## config.mk

```make
export PLATFORM = sky130hd
export DESIGN_NAME = zjh_slice_adder
export DESIGN_NICKNAME = d
export VERILOG_FILES = /design/src/rtl/zjh_slice_adder.sv
export SDC_FILE = /design/constraint.sdc
export NUM_CORES = 1
export LEC_CHECK = 0
export CORE_MARGIN = 4
export CORE_UTILIZATION = 45
export CTS_CLUSTER_SIZE = 40
export DETAILED_ROUTE_END_ITERATION = 8
export PLACE_DENSITY = 0.83
export SETUP_SLACK_MARGIN = 0.5
export SLEW_MARGIN = 20
export SYNTH_ARGS = -nofsm -noshare
export SYNTH_HDL_FRONTEND = slang
export SYNTH_SLANG_ARGS = --single-unit
```

## constraint.sdc

```tcl
create_clock -name clk -period 3.24 [get_ports clk]
set_input_delay 0.648 -clock clk [delete_from_list [all_inputs] [get_ports clk]]
set_output_delay 0.648 -clock clk [all_outputs]
set_load 0.05 [all_outputs]
```

## src/rtl/zjh_slice_adder.sv

```systemverilog
// Multi-cycle adder/subtractor: adds WIDTH-bit operands SLICE bits per clock,
// holding the ripple carry in a register between slices, with valid/ready on both sides.
module zjh_slice_adder #(
    parameter int WIDTH = 16,
    parameter int SLICE = 4
) (
    input  logic             clk,
    input  logic             rst_n,
    input  logic             in_valid,
    output logic             in_ready,
    input  logic [WIDTH-1:0] a,
    input  logic [WIDTH-1:0] b,
    input  logic             cin,
    input  logic             sub,
    output logic             out_valid,
    input  logic             out_ready,
    output logic [WIDTH-1:0] s,
    output logic             cout,
    output logic             ovf
);

    localparam int N  = WIDTH / SLICE;
    localparam int KW = (N > 1) ? $clog2(N) : 1;

    typedef enum logic [1:0] {
        IDLE = 2'd0,
        RUN  = 2'd1,
        DONE = 2'd2
    } state_t;

    state_t           state_q, state_d;
    logic [WIDTH-1:0] a_q, a_d;
    logic [WIDTH-1:0] b_q, b_d;
    logic [WIDTH-1:0] s_q, s_d;
    logic             carry_q, carry_d;
    logic             cout_q, cout_d;
    logic             ovf_q, ovf_d;
    logic [KW-1:0]    k_q, k_d;

    logic [SLICE-1:0] a_sl;
    logic [SLICE-1:0] b_sl;
    logic [SLICE:0]   sum_ext;
    logic             msb_cin;

    // State register and datapath registers
    always_ff @(posedge clk or negedge rst_n) begin
        if (!rst_n) begin
            state_q <= IDLE;
            a_q     <= '0;
            b_q     <= '0;
            s_q     <= '0;
            carry_q <= 1'b0;
            cout_q  <= 1'b0;
            ovf_q   <= 1'b0;
            k_q     <= '0;
        end else begin
            state_q <= state_d;
            a_q     <= a_d;
            b_q     <= b_d;
            s_q     <= s_d;
            carry_q <= carry_d;
            cout_q  <= cout_d;
            ovf_q   <= ovf_d;
            k_q     <= k_d;
        end
    end

    // One SLICE-bit add per cycle; the carry into the slice MSB is recovered from the sum bit.
    always_comb begin
        a_sl    = a_q[k_q*SLICE +: SLICE];
        b_sl    = b_q[k_q*SLICE +: SLICE];
        sum_ext = {1'b0, a_sl} + {1'b0, b_sl} + {{SLICE{1'b0}}, carry_q};
        msb_cin = a_sl[SLICE-1] ^ b_sl[SLICE-1] ^ sum_ext[SLICE-1];
    end

    // Next-state logic
    always_comb begin
        state_d = state_q;
        case (state_q)
            IDLE:    if (in_valid) state_d = RUN;
            RUN:     if (k_q == KW'(N - 1)) state_d = DONE;
            DONE:    if (out_ready) state_d = IDLE;
            default: state_d = IDLE;
        endcase
    end

    // Datapath next values
    always_comb begin
        a_d     = a_q;
        b_d     = b_q;
        s_d     = s_q;
        carry_d = carry_q;
        cout_d  = cout_q;
        ovf_d   = ovf_q;
        k_d     = k_q;
        case (state_q)
            IDLE: begin
                if (in_valid) begin
                    a_d     = a;
                    b_d     = sub ? ~b : b;
                    carry_d = cin;
                    s_d     = '0;
                    cout_d  = 1'b0;
                    ovf_d   = 1'b0;
                    k_d     = '0;
                end
            end
            RUN: begin
                s_d[k_q*SLICE +: SLICE] = sum_ext[SLICE-1:0];
                carry_d                 = sum_ext[SLICE];
                if (k_q == KW'(N - 1)) begin
                    cout_d = sum_ext[SLICE];
                    ovf_d  = msb_cin ^ sum_ext[SLICE];
                end else begin
                    k_d = k_q + KW'(1);
                end
            end
            default: ;
        endcase
    end

    // Outputs; in_ready is forced low while reset is held
    always_comb begin
        in_ready  = (state_q == IDLE) && rst_n;
        out_valid = (state_q == DONE);
        s         = s_q;
        cout      = cout_q;
        ovf       = ovf_q;
    end

endmodule

```

==> key figures, run 1 <==
Timing
  • Final Cycle Share: 79.7%
  • Rel. slew slack: 44.5%
  • Final setup fails: 0
  • Tmin final: 2.58 ns
  • Fmax: 0.387 GHz
  • RSZ-0062 raised after global routing: no
  • Worst hold slack: 0.468 ns
  • Clk_skew: 0.00840 ns
  • Pins Over Slew Limit: 0
  • Setup tns final: 0 ns
  • Slew @ Worst Pin: 0.831 ns
  • Hold Fails Final Rpt: 0
  • Final WS setup: 0.659 ns

Worst setup path
  • Critical path class: flop to output port
  • Crit end category: output port
  • Worst EP arrival: 1.93 ns
  • Top fanout value on the critical path: 10
  • Worst r2r path cells: 7
  • Setup crit start: state_q[1]
  • Reg-to-reg critical path startpoint: k_q[0]
  • Cell Chain, Critical Path: nand2b_1, inv_1, clkdlybuf4s50_1
  • Crit-path slowest cell: clkdlybuf4s50_1
  • CP max stage delay: 0.79 ns
  • Worst EP required: 2.59 ns
  • Crit path launch type: flop

Final layout
  • Diodes inserted: 0
  • Area Growth Syn to Fin: 26.6%
  • Layout cells sized above 1: 10.3%
  • Nets: 346
  • Layout Utilization: 60.0%
  • Fin cells: 372

Routing
  • Antenna viol nets, final: 0
  • Via/cell ratio: 5.15
  • DR WL/cell: 14.7 um
  • Final WL: 5480 um
  • Initial DRC count: 98
  • First-pass detailed-route iteration total: 4
  • Drt drc: 0
  • Vias: 1917

Placed design
  • Port buffer count: 57
  • Final Wtd Congestion: 0.776
  • Pre-CTS setup slack: 0.422 ns
  • Placed cells: 363
  • Hpwl dp: 4190 um

GRT
  • Total GRT Usage: 16.0%
  • Vias in the first global route: 1962
  • Initial antenna violation count: 0
  • Gr ovfl total: 0
  • Global-route wire length before repair: 9330 um
  • Largest net degree at the start of global routing: 56

Clock tree
  • Post-CTS Hold Fix Bufs: 0
  • CTS Buf Count: 5
  • Clock Tree Root: clkbuf_8
  • Worst-skew pair later-pin latency: 0.31 ns
  • CTS Sinks: 55
  • Clock buffer depth: 2
  • # H-tree levels: 2
  • Clock Pin Slew Worst Setup and Hold Paths: 0.10 ns
  • CTS tree: done

Synth
  • Top-count cell post-synth: nand2_1
  • Mapped Cells: 242
  • Syn. warnings: 0
  • Most common library cells after synthesis: 56 x nand2_1, 55 x dfrtp_1, 21 x nor2_1
  • Post-synth EDFFs: 0
  • Synth area leaders: dfrtp_1 51%, nand2_1 7.9%, mux4_2 6.7%, xnor2_1 5.9%, a22o_1 5.2%
  • Yosys top cell area share: 51.5%
  • Sequential fraction of the synthesis area: 51.5%
  • Mapped Nets: 289
  • Post-synthesis cell type count: 30
  • Cell Area, Synth: 2670 um2
  • Primary FF master, synth: dfrtp_1
  • Seq cells post-synth: 55
  • Area leader, netlist: dfrtp_1
  • FFs w/ async S/R, synth: 100%
  • Mean Syn Cell Area: 11.0 um2

Power and ir drop
  • Power Density: 1130 nW/um2
  • Worst vdd ir: 0.728 mV
  • Leakage: 1.50 nW

Run status
  • Status: finished, final reports clean

Worst hold path
  • Worst hold path class: input pin to async pin

Die
  • Die H: 85.1 um
  • Die area: 7240 um2
  • Core area: 5640 um2
  • Site Rows: 27
  • Top-Level Pins: 58
  • Starting density of the core: 47.4%
  • Die X: 85.1 um

Job
  • Max cap viols: 0
[kinds of logic after synthesis]
logic type               count (synthesis)  share of synthesized area (%)
AO/OA/AOI/OAI                           46                           12.1
AND/OR/NAND/NOR                         88                           14.9
adder cells (fa/ha/maj)                  9                           4.77
XOR/XNOR                                19                           6.22
multiplexers                             9                           7.16
buffers and inverters                   16                           3.37
flip-flops                              55                           51.5
[path summary, 6_finish.rpt]
kind | endpoint | slack, ns
max in group asynchronous | k_q[0] | 2.30
hold / removal | state_q[1] | 0.47
setup / recovery | out_valid | 0.66
hold reg to reg | a_q[11] | 0.48
min in group clk | a_q[11] | 0.48
setup reg to reg | ovf | 0.68
[critical path, delay by kind of cell, from the launching register on]
| kind | cells | cell delay (ns) |
|---|---|---|
| and+or+nand+nor | 1 | 0.13 |
| DFF | 1 | 0.63 |
| buffers and inverters | 2 | 0.86 |
[through the flow]
step           total power, mW  instance area (um2)
2_1_floorplan             2.85                 2670
3_3_place_gp              3.38                 3290
3_5_place_dp              3.45                 3290
4_1_cts                   3.83                 3380
5_1_grt                   4.10                 3380
6_report                  3.82                 3380
[flip-flops by register name, indices dropped and copies added, names as in the netlist]
name and cells:
state_q 2, k_q 2, a_q 16, b_q 16, carry_q 1, cout 1
s 16, ovf 1
[report_power, final]
part | leakage (nW) | total [mW] | switching [mW] | internal, mW
logic | 0.772 | 2.24 | 1.30 | 0.937
clock network | 0.0422 | 0.367 | 0.214 | 0.152
registers | 0.681 | 1.21 | 0.213 | 0.997
total | 1.50 | 3.82 | 1.73 | 2.09
[layout by cell type, fill, tap and decap left out, types with 5 or more instances in the layout]
master / instances
a21oi_1: 17
nand2_1: 56
mux4_2: 8
xnor2_1: 18
dfrtp_1: 54
a21o_1: 5
a22o_1: 16
ha_1: 7
clkdlybuf4s50_1: 55
buf_4: 5
nor2_1: 21
clkbuf_8: 5
[cell type report]
class / instances / area [um2]
clock buffer: 7 / 76.3
timing repair buffer: 62 / 613
multi-input combinational: 171 / 1210
tap: 72 / 90.1
sequential: 55 / 1380
inverter: 4 / 15.0
fill: 474 / 2260
clock inverter: 1 / 5.00
[what timing repair did]
action / 4_1_cts / 5_1_grt
resized for setup: 1 / 0
cloned: 0 / 0
setup buffers: 0 / 1
endpoints found under the setup margin: 1 / 1
[layer usage]
metal / GRT usage (%) / vias up / wire, um
met5: 0 / - / 0
met4: 2.59 / 0 / 58
met3: 4.08 / 8 / 326
met2: 28.5 / 66 / 2790
met1: 19.9 / 908 / 2300
li1: - / 935 / -
Power figures use the tool's default switching activity.
==> run 2, diff against run 1 <==
PLACE_DENSITY = 0.86   (was 0.83)
clock period = 2.2 ns   (was 3.24 ns; I/O delays follow)
==> run 2 against run 1 <==
The run now ends with setup timing left; sequential power up 45%; register-to-register slack worse by 0.90 ns; worst hold slack worse by 0.20 ns; count of clock-buffer cells in the layout down 1; global-route usage up 0.069 points; clock power up 58%; non-clock buffer count up 11; total power up 65%; final area up 4.4%; clock skew down 0.0015 ns; cell count up 3.0%; largest cell class unchanged; highest routed layer unchanged.
==> key figures, run 2 (synthesized netlist as in run 1, its figures left out) <==
Clock tree
  • Post-CTS Hold Fix Bufs: 0 (unchanged)
  • CTS tree: done (unchanged)
  • CTS Buf Count: 5 (unchanged)
  • # H-tree levels: 2 (unchanged)
  • Clock buffer depth: 2 (unchanged)
  • CTS Sinks: 55 (unchanged)
  • Clock Tree Root: clkbuf_8 (unchanged)
  • Worst-skew pair later-pin latency: 0.31 ns (about the same)
  • Clock Pin Slew Worst Setup and Hold Paths: 0.10 ns (about the same)

Routing
  • Drt drc: 0 (unchanged)
  • Initial DRC count: 96 (was 98)
  • Via/cell ratio: 5.10 (was 5.15)
  • DR WL/cell: 15.0 um (was 14.7 um)
  • Antenna viol nets, final: 0 (unchanged)
  • Vias: 1952 (was 1917)
  • First-pass detailed-route iteration total: 4 (unchanged)
  • Final WL: 5730 um (was 5480 um)

Die
  • Starting density of the core: 47.4% (unchanged)
  • Die X: 85.1 um (unchanged)
  • Die area: 7240 um2 (unchanged)
  • Die H: 85.1 um (unchanged)
  • Top-Level Pins: 58 (unchanged)
  • Core area: 5640 um2 (unchanged)
  • Site Rows: 27 (unchanged)

GRT
  • Largest net degree at the start of global routing: 56 (unchanged)
  • Total GRT Usage: 16.1% (was 16.0%)
  • Gr ovfl total: 0 (unchanged)
  • Global-route wire length before repair: 9280 um (was 9330 um)
  • Initial antenna violation count: 0 (unchanged)
  • Vias in the first global route: 1960 (was 1962)

Final layout
  • Commonest cells after routing, fill and taps aside: 56 x nand2_1, 52 x dfrtp_1, 36 x clkdlybuf4s50_1 (was 56 x nand2_1, 55 x clkdlybuf4s50_1, 54 x dfrtp_1)
  • Nets: 357 (was 346)
  • Diodes inserted: 0 (unchanged)
  • Fin cells: 383 (was 372)
  • Commonest non-fill, non-tap cell in the layout: nand2_1 (unchanged)
  • Layout cells sized above 1: 17.4% (was 10.3%)
  • Area Growth Syn to Fin: 32.2% (was 26.6%)

Timing
  • Worst hold slack: 0.273 ns (was 0.468 ns)
  • Tmin final: 2.42 ns
  • Slew @ Worst Pin: 0.670 ns (was 0.831 ns)
  • Final Cycle Share: 110%
  • Rel. slew slack: 55.4% (was 44.5%)
  • Setup tns final: -1.67 ns (was 0 ns)
  • Pins Over Slew Limit: 0 (unchanged)
  • Final setup fails: 11 (was 0)
  • Final WS setup: -0.220 ns (was 0.659 ns)
  • Clk_skew: 0.00688 ns (was 0.00840 ns)
  • RSZ-0062 raised after global routing: yes (was no)
  • Hold Fails Final Rpt: 0 (unchanged)
  • Fmax: 0.413 GHz

Power and ir drop
  • Clock network power share: 9.2% (was 9.6%)
  • Worst vdd ir: 0.928 mV (was 0.728 mV)
  • Int Power: 3.43 mW (was 2.09 mW)
  • Leakage: 1.64 nW (was 1.50 nW)
  • Seq pwr share: 27.9% (was 31.7%)
  • Combinational fraction of design power: 62.9% (was 58.7%)
  • Sw Share: 45.5% (was 45.3%)
  • NetSw: 2.86 mW (was 1.73 mW)
  • Power Density: 1780 nW/um2 (was 1130 nW/um2)

Worst setup path
  • R2r endpoint: s[7] (was ovf)
  • Reg-to-reg critical path startpoint: k_q[0] (unchanged)
  • Crit end category: flop (was output port)
  • Crit path launch type: flop (unchanged)
  • CP max stage delay: 0.58 ns (was 0.79 ns)
  • Worst EP arrival: 2.62 ns (was 1.93 ns)
  • Cell Chain, Critical Path: buf_4, mux4_2, ha_1, a21o_1, a21oi_4, xnor2_2, a22o_1 (was nand2b_1, inv_1, clkdlybuf4s50_1)
  • Worst r2r path cells: 7 (unchanged)
  • R2R setup slack: -0.22 ns (was 0.68 ns)
  • Crit-path slowest cell: mux4_2 (was clkdlybuf4s50_1)
  • Critical path class: flop to flop (was flop to output port)
  • Worst EP required: 2.40 ns (was 2.59 ns)
  • Top fanout value on the critical path: 10 (unchanged)

Worst hold path
  • Worst hold path class: input pin to async pin (unchanged)

Placed design
  • Placed cells: 368 (was 363)
  • Hpwl dp: 4140 um (was 4190 um)
  • Port buffer count: 57 (unchanged)
  • Final Wtd Congestion: 0.794 (was 0.776)
  • Pre-CTS setup slack: -0.251 ns (was 0.422 ns)

Run status
  • Failing checks: setup timing
  • Status: finished, violations left (was finished, final reports clean)

Job
  • Max cap viols: 0 (unchanged)
-- run 2: what timing repair did --
| action | in CTS | in global routing |
|---|---|---|
| setup endpoints to repair | 39 | 25 |
| gates resized for setup | 23 | 11 |
| pin swaps | 9 | 7 |
| setup buffers | 4 | 3 |
| hold endpoints to repair | 0 | 0 |
-- run 2: per-layer routing --
layer | part of all wire, % | track usage [%]
met1 | 41 | 21.2
met2 | 52 | 27.4
met3 | 5.5 | 3.50
met4 | 1.2 | 3.45
met5 | 0 | 0
-- run 2: how the worst max path moves through the flow --
stage          startpoint    end
3_5_place_dp       k_q[0]    ovf
4_1_cts            k_q[0]    ovf
3_3_place_gp       k_q[0]    ovf
5_1_grt            k_q[0]  s[15]
2_1_floorplan      k_q[0]    ovf
6_report           k_q[0]   s[7]
-- run 2: cell type report --
| cell class | count | area (um2) |
|---|---|---|
| fillers | 459 | 2110 |
| well taps | 72 | 90.1 |
| repair buffers | 73 | 676 |
| multi-input cells | 171 | 1270 |
| flip-flops and latches | 55 | 1380 |
| clock inverters | 2 | 16.3 |
| clock buffers | 6 | 82.6 |
| inverters | 4 | 15.0 |
-- run 2: worst max-delay path: cells and delay by family, from the launching register on --
| kind | cells | cell delay [ns] |
|---|---|---|
| adders and majority gates | 1 | 0.32 |
| xor gates and xnor gates | 1 | 0.14 |
| DFF | 1 | 0.42 |
| muxes | 1 | 0.58 |
| AOI/OAI and AO/OA | 3 | 0.64 |
| buffers and inverters | 1 | 0.23 |
-- run 2: power groups by stage --
| stage | combinational (mW) | clock, mW | sequential [mW] |
|---|---|---|---|
| 3_3_place_gp | 3.38 | 0 | 1.78 |
| 4_1_cts | 3.57 | 0.598 | 1.76 |
| 6_report | 3.96 | 0.579 | 1.75 |
| 2_1_floorplan | 2.20 | 0 | 2.11 |
| 3_5_place_dp | 3.48 | 0 | 1.80 |
| 5_1_grt | 4.25 | 0.636 | 1.81 |
-- run 2: stage by stage --
stage / util (%) / power (mW) / cell area, um2
5_1_grt: 62.7 / 6.70 / 3530
4_1_cts: 61.5 / 5.93 / 3470
6_report: 62.7 / 6.28 / 3530
2_1_floorplan: - / 4.31 / 2690
3_3_place_gp: 59.2 / 5.16 / 3340
3_5_place_dp: 59.2 / 5.28 / 3340
==> run 3, diff against run 2 <==
SLEW_MARGIN = unset   (was 20)
==> results of run 3 <==
No change in the layout: final DEF, timing and power equal those of run 2.
